## src/rtl/axis_byte_packer.sv

```systemverilog
// Packs an 8-bit AXI-stream into 2^OUT_EW-byte words with tkeep/tlast.
// A word launches when full, on i_tlast, or after FLUSH_CYCLES idle cycles.
module axis_byte_packer #(
  parameter int OUT_EW       = 2,
  parameter int FLUSH_CYCLES = 1024
) (
  input  logic                      clk,
  input  logic                      rst,
  output logic                      i_tready,
  input  logic                      i_tvalid,
  input  logic [7:0]                i_tdata,
  input  logic                      i_tlast,
  input  logic                      o_tready,
  output logic                      o_tvalid,
  output logic [(8<<OUT_EW)-1:0]    o_tdata,
  output logic [(1<<OUT_EW)-1:0]    o_tkeep,
  output logic                      o_tlast
);

  localparam int LANES = 1 << OUT_EW;
  localparam int DW    = 8 * LANES;
  localparam int CW    = OUT_EW;
  localparam logic [CW-1:0] LAST_LANE = CW'(LANES - 1);

  logic [DW-1:0]    acc_q, acc_d, merged;
  logic [CW-1:0]    cnt_q, cnt_d;
  logic             o_tvalid_q, o_tvalid_d;
  logic [DW-1:0]    o_tdata_q, o_tdata_d;
  logic [LANES-1:0] o_tkeep_q, o_tkeep_d;
  logic             o_tlast_q, o_tlast_d;
  logic [LANES-1:0] keep_byte, keep_flush;
  logic             out_free, accept, launch_byte, flush_fire;

  assign out_free    = !o_tvalid_q || o_tready;
  assign accept      = i_tvalid && out_free;
  assign launch_byte = accept && (i_tlast || (cnt_q == LAST_LANE));

  // Per-lane view of the accumulator with the incoming byte dropped into lane cnt.
  for (genvar gi = 0; gi < LANES; gi++) begin : g_lane
    localparam logic [CW-1:0] LANE = CW'(gi);
    assign merged[8*gi +: 8] = (accept && (cnt_q == LANE)) ? i_tdata : acc_q[8*gi +: 8];
    assign keep_byte[gi]     = (LANE <= cnt_q);
    assign keep_flush[gi]    = (LANE < cnt_q);
  end

  if (FLUSH_CYCLES > 0) begin : g_flush
    localparam int TW = $clog2(FLUSH_CYCLES + 1);
    localparam logic [TW-1:0] EXPIRE = TW'(FLUSH_CYCLES - 1);
    localparam logic [TW-1:0] SAT    = TW'(FLUSH_CYCLES);
    logic [TW-1:0] timer_q, timer_d;

    always_comb begin
      timer_d = timer_q;
      if (accept || (cnt_q == '0)) timer_d = '0;
      else if (timer_q != SAT)     timer_d = timer_q + 1'b1;
    end

    // Fires on the FLUSH_CYCLES-th idle cycle; a byte arriving that cycle wins.
    assign flush_fire = !accept && out_free && (cnt_q != '0) && (timer_q >= EXPIRE);

    always_ff @(posedge clk or posedge rst) begin
      if (rst) timer_q <= '0;
      else     timer_q <= timer_d;
    end
  end else begin : g_no_flush
    assign flush_fire = 1'b0;
  end

  always_comb begin
    acc_d      = acc_q;
    cnt_d      = cnt_q;
    o_tvalid_d = o_tvalid_q;
    o_tdata_d  = o_tdata_q;
    o_tkeep_d  = o_tkeep_q;
    o_tlast_d  = o_tlast_q;
    if (launch_byte) begin
      o_tvalid_d = 1'b1;
      o_tdata_d  = merged;
      o_tkeep_d  = keep_byte;
      o_tlast_d  = i_tlast;
      acc_d      = '0;
      cnt_d      = '0;
    end else if (flush_fire) begin
      o_tvalid_d = 1'b1;
      o_tdata_d  = acc_q;
      o_tkeep_d  = keep_flush;
      o_tlast_d  = 1'b0;
      acc_d      = '0;
      cnt_d      = '0;
    end else begin
      if (accept) begin
        acc_d = merged;
        cnt_d = cnt_q + 1'b1;
      end
      if (o_tready) o_tvalid_d = 1'b0;
    end
  end

  always_ff @(posedge clk or posedge rst) begin
    if (rst) begin
      acc_q      <= '0;
      cnt_q      <= '0;
      o_tvalid_q <= 1'b0;
      o_tdata_q  <= '0;
      o_tkeep_q  <= '0;
      o_tlast_q  <= 1'b0;
    end else begin
      acc_q      <= acc_d;
      cnt_q      <= cnt_d;
      o_tvalid_q <= o_tvalid_d;
      o_tdata_q  <= o_tdata_d;
      o_tkeep_q  <= o_tkeep_d;
      o_tlast_q  <= o_tlast_d;
    end
  end

  assign i_tready = out_free;
  assign o_tvalid = o_tvalid_q;
  assign o_tdata  = o_tdata_q;
  assign o_tkeep  = o_tkeep_q;
  assign o_tlast  = o_tlast_q;

endmodule
```

## config.mk

```make
export PLATFORM = sky130hd
export DESIGN_NAME = axis_byte_packer
export DESIGN_NICKNAME = d
export VERILOG_FILES = /design/src/rtl/axis_byte_packer.sv
export SDC_FILE = /design/constraint.sdc
export NUM_CORES = 1
export LEC_CHECK = 0
export BUFFER_PORTS_ARGS = -buffer_cell sky130_fd_sc_hd__buf_2
export CAP_MARGIN = 0
export CORE_UTILIZATION = 32
export CTS_CLUSTER_DIAMETER = 120
export DETAILED_ROUTE_END_ITERATION = 12
export GPL_ROUTABILITY_DRIVEN = 0
export HOLD_SLACK_MARGIN = 0.08
export PLACE_DENSITY = 0.55
export RECOVER_POWER = 100
export SLEW_MARGIN = 20
export SYNTH_ARGS = -nofsm -noshare
export SYNTH_HDL_FRONTEND = slang
export SYNTH_SLANG_ARGS = --single-unit
```

## constraint.sdc

```tcl
create_clock -name clk -period 3.05 [get_ports clk]
set_input_delay 0.305 -clock clk [delete_from_list [all_inputs] [get_ports clk]]
set_output_delay 0.305 -clock clk [all_outputs]
set_load 0.01 [all_outputs]
```

Word-level counts from Yosys, hierarchy flattened

Index checks and enable logic that the tools add are counted.

Register bits after elaboration: 83
Input bits: 13
Output and inout bits: 39
Logic and storage cells: 63

Add/sub/neg operators: 2
Magnitude comparators: 9
Equal/unequal tests: 4
Multiplexer cells: 21
Reduce and logical (&&, ||, !) cells: 20

Operator list:

| operator                                                            | count |
|---|---|
| two-way mux 32 bit                                                  | 5 |
| two-way mux 8 bit                                                   | 4 |
| two-way mux 11 bit                                                  | 2 |
| adder 11 x 1 -> 11 bit, second input constant                       | 1 |
| greater-or-equal comparator 11 x 10 -> 1 bit, second input constant | 1 |
| != test 11 bit, second input constant                               | 1 |
| logical AND 1 bit                                                   | 9 |
| two-way mux 4 bit                                                   | 2 |
| two-way mux 2 bit                                                   | 3 |
| nonzero test 2 bit                                                  | 3 |
| nonzero test 3 bit                                                  | 2 |
| two-way mux 1 bit                                                   | 5 |
| equality test 2 bit, second input constant                          | 2 |
| <= comparator 1 x 2 -> 1 bit, first input constant                  | 2 |
| <= comparator 2 bit, first input constant                           | 2 |
| < comparator 1 x 2 -> 1 bit, first input constant                   | 2 |
| < comparator 2 bit, first input constant                            | 2 |
| logical OR 1 bit                                                    | 3 |
| adder 2 x 1 -> 2 bit, second input constant                         | 1 |
| equality test 2 x 1 -> 1 bit, second input constant                 | 1 |
| logical NOT 1 bit                                                   | 2 |
| logical NOT 2 bit                                                   | 1 |

Longest topological paths before layout

Gate-level depths: netlist of the first run.

Depth after elaboration: 9
Mapped depth: 9
Gate-level depth less buffers: 6

Worst setup path after synthesis of the first run

OpenSTA, ideal clock, no wires.

Kind: register to register
From: reg g_flush.timer_q[0]
To: reg o_tdata_q[25], in the netlist o_tdata[25]
Library setup time: 0.125 ns
Data arrival time: 1.882 ns
Data required time: 2.925 ns
Setup slack: 1.043 ns
Cell stages (with the launch flop): 7
Path buffers: 1
Clock period less this slack: 2.007 ns
Path through: dfrtp_1 > ha_1 > a21oi_1 > o41ai_4 > a21o_2 > buf_6 > mux2_2

Word-level cells in the longest chain between the ends: 3

Ends and longest elaborated chain:

| what                                         | RTL line | RTL |
|---|---|---|
| from (decl)                                  | 50       | `logic [TW-1:0] timer_q, timer_d;` |
| from (signal assigned)                       | 63       | `else timer_q <= timer_d;` |
| greater-or-equal comparator 11 x 10 -> 1 bit | 59       | `assign flush_fire = !accept && out_free && (cnt_q != '0) && (timer_q >= EXPIRE);` |
| logical AND 1 bit                            | 59       |  |
| nonzero test 2 bit (no line)                 | n/a      |  |
| to (signal assigned)                         | 111      | `o_tdata_q <= o_tdata_d;` |
| to (decl)                                    | 28       | `logic [DW-1:0] o_tdata_q, o_tdata_d;` |

Every way passes these cells.
A chain may end at the register's enable or synchronous reset.

Final worst setup path of the first run

From: reg cnt_q[0]
To: reg o_tdata_q[10], in the netlist o_tdata[10]

Word-level cells in the longest chain between the ends: 4
Elaborated cells on any way between the ends: 11
Those cells by class: eq/ne: 2; mux: 2; reduce/logical: 7

Ends and longest elaborated chain:

| what                                                            | RTL line | RTL |
|---|---|---|
| from (decl)                                                     | 26       | `logic [CW-1:0] cnt_q, cnt_d;` |
| from (signal assigned)                                          | 109      | `cnt_q <= cnt_d;` |
| equality test 2 x 1 -> 1 bit (tied with other cells)            | 41       | `assign merged[8*gi +: 8] = (accept && (cnt_q == LANE)) ? i_tdata : acc_q[8*gi +: 8];` |
| logical AND 1 bit (tied with other cells)                       | 41       |  |
| two-way mux 8 bit (tied with other cells)                       | 41       |  |
| two-way mux 32 bit / nonzero test 2 bit (equally long branches) | n/a      |  |

Several ways; a longest one is shown, not always the timed one.

==> results of run 1 <==
==> layer usage <==
layer | routed length (µm) | track usage [%]
met1 | 4220 | 20.8
met3 | 275 | 2.18
met5 | 0 | 0
met4 | 87 | 6.67
met2 | 4140 | 23.8
==> Yosys cell counts (2+ instances only) <==
master / n
dfrtp_1: 83
nor2_1: 39
mux2i_1: 25
o221a_2: 24
or2_2: 17
mux2_2: 14
nand3_1: 12
inv_1: 9
nand2_1: 8
nor2b_1: 8
o32a_1: 8
ha_1: 7
buf_4: 5
clkbuf_1: 5
nand4_1: 5
xnor2_1: 5
xor2_1: 5
a21oi_1: 3
and3_1: 3
buf_2: 3
a21boi_0: 2
a2bb2oi_1: 2
buf_6: 2
mux2_1: 2
nand2b_1: 2
nor3_1: 2
nor4_1: 2
==> through the flow <==
stage                     setup WS [ns]  power, mW  instance area, µm²
after detailed placement          0.453       2.38                4250
after global placement            0.540       2.36                4250
final                             0.414       3.43                4500
after CTS                         0.435       3.51                4550
after global routing              0.232       3.62                4500
after floorplan                   0.608       2.06                3850
==> state kept, by name, indices dropped and copies added (netlist names) <==
| signal | count |
|---|---|
| o_tkeep | 4 |
| o_tlast | 1 |
| o_tvalid | 1 |
| cnt_q | 2 |
| g_flush.timer_q | 11 |
| o_tdata | 32 |
| acc_q | 32 |
==> power by group <==
| group | leakage, nW | switching [mW] | total, mW | internal [mW] |
|---|---|---|---|---|
| combinational | 0.921 | 0.419 | 0.788 | 0.369 |
| clock | 0.149 | 0.477 | 1.12 | 0.648 |
| sequential | 1.07 | 0.171 | 1.52 | 1.35 |
==> cells by family (layout without fill, tap and decap cells) <==
| logic type | after synthesis | in the layout | synth area share, % |
|---|---|---|---|
| adders and majority gates | 7 | 7 | 2.28 |
| xor gates and xnor gates | 10 | 10 | 2.28 |
| and+or+nand+nor | 107 | 107 | 14.5 |
| AOI/OAI and AO/OA | 46 | 46 | 12.3 |
| DFF | 83 | 83 | 54.0 |
| buffers and inverters | 25 | 83 | 3.45 |
| muxes | 41 | 41 | 11.2 |
==> worst paths after layout <==
kind / end / cells after the start / startpoint / slack [ns]
max: o_tdata[10]$_DFFE_PP0P_ / 7 / cnt_q[0]$_DFFE_PP0P_ / 0.41
min reg2reg: o_tkeep[0]$_DFFE_PP0P_ / 1 / o_tkeep[0]$_DFFE_PP0P_ / 0.47
max in group asynchronous: acc_q[12]$_DFFE_PP0P_ / 3 / rst / 0.86
max reg2reg: o_tdata[10]$_DFFE_PP0P_ / 7 / cnt_q[0]$_DFFE_PP0P_ / 0.41
min: o_tlast$_DFFE_PP0P_ / 2 / i_tlast / 0.22
min in group asynchronous: o_tkeep[2]$_DFFE_PP0P_ / 2 / rst / 0.72
==> cell type report <==
type	instances	share of cell area, %
clock buffer	9	5.01
clock inverter	7	1.78
inverter	9	0.751
multi-input combinational	211	36.4
sequential	83	46.2
tap	143	3.98
timing repair buffer	58	5.90
==> worst max-delay path, stage by stage, from the launching register on <==
cell     delay (ns)
dfrtp_1        0.42
inv_1          0.12
ha_1           0.37
nor2_1         0.21
and2_0         0.30
a21o_2         0.65
buf_12         0.28
o221a_2        0.21
==> flow_metrics.tcl, run 1 <==
set metrics [dict create \
    status "complete, but fails checks" \
    violations "design-rule violations, max-capacitance violations, max-slew violations" \
    layout_commonest_cell "dfrtp_1" \
    cts_max_level 3 \
    grt_pass1_wl_um 14800 \
    hold_viol 0 \
    final_core_util_pct 38.9 \
    cts_setup_buffers 0 \
    syn_avg_cell_area_um2 12.1 \
    drtIter0Drc 134 \
    yosys_warnings 0 \
    synthArstFlopShare_pct 100 \
    dp_cells 504 \
    wl_per_cell_um 16.8 \
    core_mm2 0.0116 \
    start_util_pct 33.3 \
    ant_nets 0 \
    rows 39 \
    boundaryPins 52 \
    fp.dieArea_mm2 0.0125 \
    overflow 0 \
    slew_violations 59 \
    drc_errors 2 \
    synth-seq-cells 83 \
    worstMarginPinSlew_ns 2.22 \
    first_pass_iters 8 \
    fin_cells 520 \
    hold_class "primary input to register" \
    relSlewSlack_pct -48.2 \
    rsz0062_at_grt "no" \
    vias 2681 \
    p_per_area_mw_per_mm2 763 \
    yosysSeqAreaShare_pct 54.0 \
    clockBufferDepth 2 \
    antenna_found_initial 0 \
    num_antenna_cells 0 \
    fin_nets 392 \
    synth_top_area_share_pct 54.0 \
    fmax_ghz 0.379 \
    netlist_area_mm2 0.00385 \
    yosysUniqueCellTypes 44 \
    critPathCaptureType "register" \
    setup_viol 0 \
    arrival_ns 2.91 \
    cts_tree "built" \
    crit_type "register to register" \
    clk_latency_ns 0.34 \
    skew_ns 0.0104 \
    regArea_mm2 0.00208 \
    vdd_drop_max_mv 0.379 \
    timing.hold.ws_ns 0.221 \
    p_leak_nw 2.14 \
    synth.area.top_cells "dfrtp_1, o221a_2, mux2i_1" \
    yosysTopAreaCell "dfrtp_1" \
    syn_nets 339 \
    startpoint_type "register" \
    final_cell_mix "dfrtp_1, clkbuf_1, nor2_1" \
    fin_crit_ns 2.64 \
    nFillCells 1142 \
    drv_cap 1 \
    routed_wl_um 8720 \
    synthCells 319 \
    numPortBuffers 51 \
    clk_pin_slew_ns 0.07 \
    via_per_inst 5.16 \
    holdBufCountCts 0 \
    clockRootBuffer "clkbuf_16" \
    cp_max_fo 35 \
    period_share_pct 86.4 \
    die_x_um 112 \
    fin_setup_tns_ns 0 \
    areaGrowthSynthToFinish_pct 16.9 \
    grt_max_degree 59 \
    place_hpwl_um 5710 \
    post_cts_resized 0 \
    cts.sinks 83 \
    tritoncts.num_buffers 9 \
    multiInputGateArea_mm2 0.00164 \
    worstPathRequired_ns 3.32 \
    drive_gt1_share_pct 24.4 \
    grt_pass1_vias 2764 \
    grtUsageTotal_pct 15.2 \
    synth-edff-count 0 \
    fp.dieH_um 112 \
    synth_ff_type "dfrtp_1" \
]
Power figures use the tool's default switching activity.
==> inputs of run 2 (changes only) <==
Settings changed: CORE_ASPECT_RATIO set to 1.4.
Clock period 3.05 ns to 2.8 ns, I/O delays scaled along.
==> run 2 against run 1 <==
Compared with the run above:
- the flow finishes with violations (max-capacitance violations, max-slew violations)
- flip-flop and latch count stayed put
- critical path depth is 1 lower
- final cell count is 1.2% higher
- core utilization is 0.32 points lower
- global-route usage is 0.48 points higher
- register-to-register slack worse by 0.13 ns
- clock power is 9.8% higher
- first-iteration DRC count is 49% higher
- final area is 0.86% higher
- die area hardly changed
- worst hold slack worse by 0.0072 ns
- critical endpoint is now o_tdata[19]$_DFFE_PP0P_
==> flow_metrics.tcl, run 2 (synthesis gave the netlist of run 1 again) <==
set metrics [dict create \
    status "complete, but fails checks" \
    violations "max-capacitance violations, max-slew violations" \
    timing.rr.start "g_flush.timer_q[0]$_DFFE_PP0P_" \
    reg2reg_slack_ns 0.28 \
    multiInputGateArea_mm2 0.00164 \
    setup_viol 0 \
    power_frac_comb_pct 23.1 \
    antenna_found_initial 0 \
    via_per_inst 5.14 \
    hold_class "primary input to register" \
    clockRootBuffer "clkbuf_16" \
    worstHoldEndpoint "o_tlast$_DFFE_PP0P_" \
    vias 2705 \
    relSlewSlack_pct -14.4 \
    arrival_ns 2.79 \
    grt_pass1_wl_um 14700 \
    fmax_ghz 0.397 \
    overflow 0 \
    p_per_area_mw_per_mm2 826 \
    critPathCaptureType "register" \
    fp.dieArea_mm2 0.0125 \
    hold_depth 2 \
    cts_tree "built" \
    reg2reg_depth 6 \
    first_pass_iters 4 \
    p_leak_nw 2.14 \
    max_stage_delay_ns 0.47 \
    start_util_pct 32.7 \
    timing.hold.ws_ns 0.214 \
    pwr-share-clk_pct 32.7 \
    grt_max_degree 39 \
    startpoint_type "register" \
    core_mm2 0.0118 \
    layout_commonest_cell "dfrtp_1" \
    clockBufferDepth 2 \
    worstMarginPinSlew_ns 1.71 \
    clk_pin_slew_ns 0.06 \
    routed_wl_um 8970 \
    grtUsageTotal_pct 15.6 \
    fin_crit_ns 2.52 \
    num_antenna_cells 0 \
    nFillCells 1221 \
    boundaryPins 52 \
    tritoncts.num_buffers 9 \
    place_hpwl_um 6310 \
    areaGrowthSynthToFinish_pct 17.9 \
    final_cell_mix "dfrtp_1, clkbuf_1, nor2_1" \
    seq_power_share_pct 44.2 \
    regArea_mm2 0.00208 \
    hold_viol 0 \
    critical_path.cell_chain "ha_1, a21oi_1, o41ai_4, a21o_2, clkbuf_4, o221a_2" \
    cts_max_level 3 \
    drive_gt1_share_pct 24.3 \
    clk_latency_ns 0.34 \
    drv_cap 1 \
    rsz0062_at_grt "no" \
    slowest_stage "o41ai_4" \
    crit_family "compound AO/OA/AOI/OAI gates" \
    vdd_drop_max_mv 0.367 \
    worst-path-buf-inv 1 \
    numPortBuffers 51 \
    power_switching_mw 1.13 \
    slew_violations 38 \
    rows 47 \
    crit_type "register to register" \
    cts.sinks 83 \
    grt_pass1_vias 2717 \
    drtIter0Drc 199 \
    hold_start "i_tlast" \
    ant_nets 0 \
    fin_nets 394 \
    worstPathRequired_ns 3.07 \
    intPower_mw 2.62 \
    period_share_pct 89.9 \
    die_x_um 94.7 \
    p_sw_share_pct 30.2 \
    fp.dieH_um 132 \
    wl_per_cell_um 17.0 \
    skew_ns 0.00500 \
    r2r_end "o_tdata[19]$_DFFE_PP0P_" \
    cp_max_fo 29 \
    drc_errors 0 \
    fin_setup_tns_ns 0 \
]
## run 2: cell count changes in the layout (fill, tap and decap cells not counted), sizes merged
cell | previous run | this run
clkbuf | 50 | 54
clkinvlp | 1 | 2
dlygate4sd3 | 0 | 1
buf | 17 | 16
clkinv | 1 | 2
inv | 13 | 9
## run 2: worst max path at each step
stage / slack, ns / start / endpoint / cells past startpoint
floorplan: 0.38 / rst / acc_q[0]$_DFFE_PP0P_ / 1
global placement: 0.42 / g_flush.timer_q[0]$_DFFE_PP0P_ / o_tdata[28]$_DFFE_PP0P_ / 6
CTS: 0.34 / g_flush.timer_q[0]$_DFFE_PP0P_ / o_tdata[29]$_DFFE_PP0P_ / 6
global route: 0.1 / g_flush.timer_q[0]$_DFFE_PP0P_ / o_tdata[19]$_DFFE_PP0P_ / 6
finish: 0.28 / g_flush.timer_q[0]$_DFFE_PP0P_ / o_tdata[19]$_DFFE_PP0P_ / 6
detailed placement: 0.35 / g_flush.timer_q[0]$_DFFE_PP0P_ / o_tdata[27]$_DFFE_PP0P_ / 6
## run 2: area by class of cell
type                       count  share of cell area [%]
clock buffer                  11                    5.57
clock inverter                 5                    1.32
inverter                       9                   0.772
multi-input combinational    211                    36.1
sequential                    83                    45.8
tap                          147                    4.05
timing repair buffer          60                    6.40
## run 2: metrics by stage
step / instances / area [µm²] / utilization, % / worst slack [ns] / total power, mW
floorplan: 319 / 3850 / - / 0.383 / 2.24
global placement: 509 / 4290 / 36.4 / 0.422 / 2.59
detailed placement: 509 / 4290 / 36.4 / 0.352 / 2.61
CTS: 526 / 4610 / 39.2 / 0.342 / 3.86
global route: 526 / 4540 / 38.6 / 0.0986 / 3.96
finish: 526 / 4540 / 38.6 / 0.283 / 3.75
## run 2: metal layers
metal  global-route usage (%)  routed length [µm]
met2                     24.1                4380
met5                        0                   0
met3                     3.34                 327
met4                     6.06                 136
met1                     21.3                4120
## run 2: power groups by stage
stage | logic (mW) | registers, mW | clock network [mW]
floorplan | 0.532 | 1.71 | 0
global placement | 0.912 | 1.67 | 0
detailed placement | 0.933 | 1.67 | 0
CTS | 0.939 | 1.65 | 1.27
global route | 0.961 | 1.69 | 1.31
finish | 0.867 | 1.66 | 1.23
## run 2: repair_timing
action / in CTS / in global routing
hold buffers: 1 / 0
setup buffers: 0 / 0
gates resized for setup: 0 / 0
endpoints found under the hold margin: 35 / 0
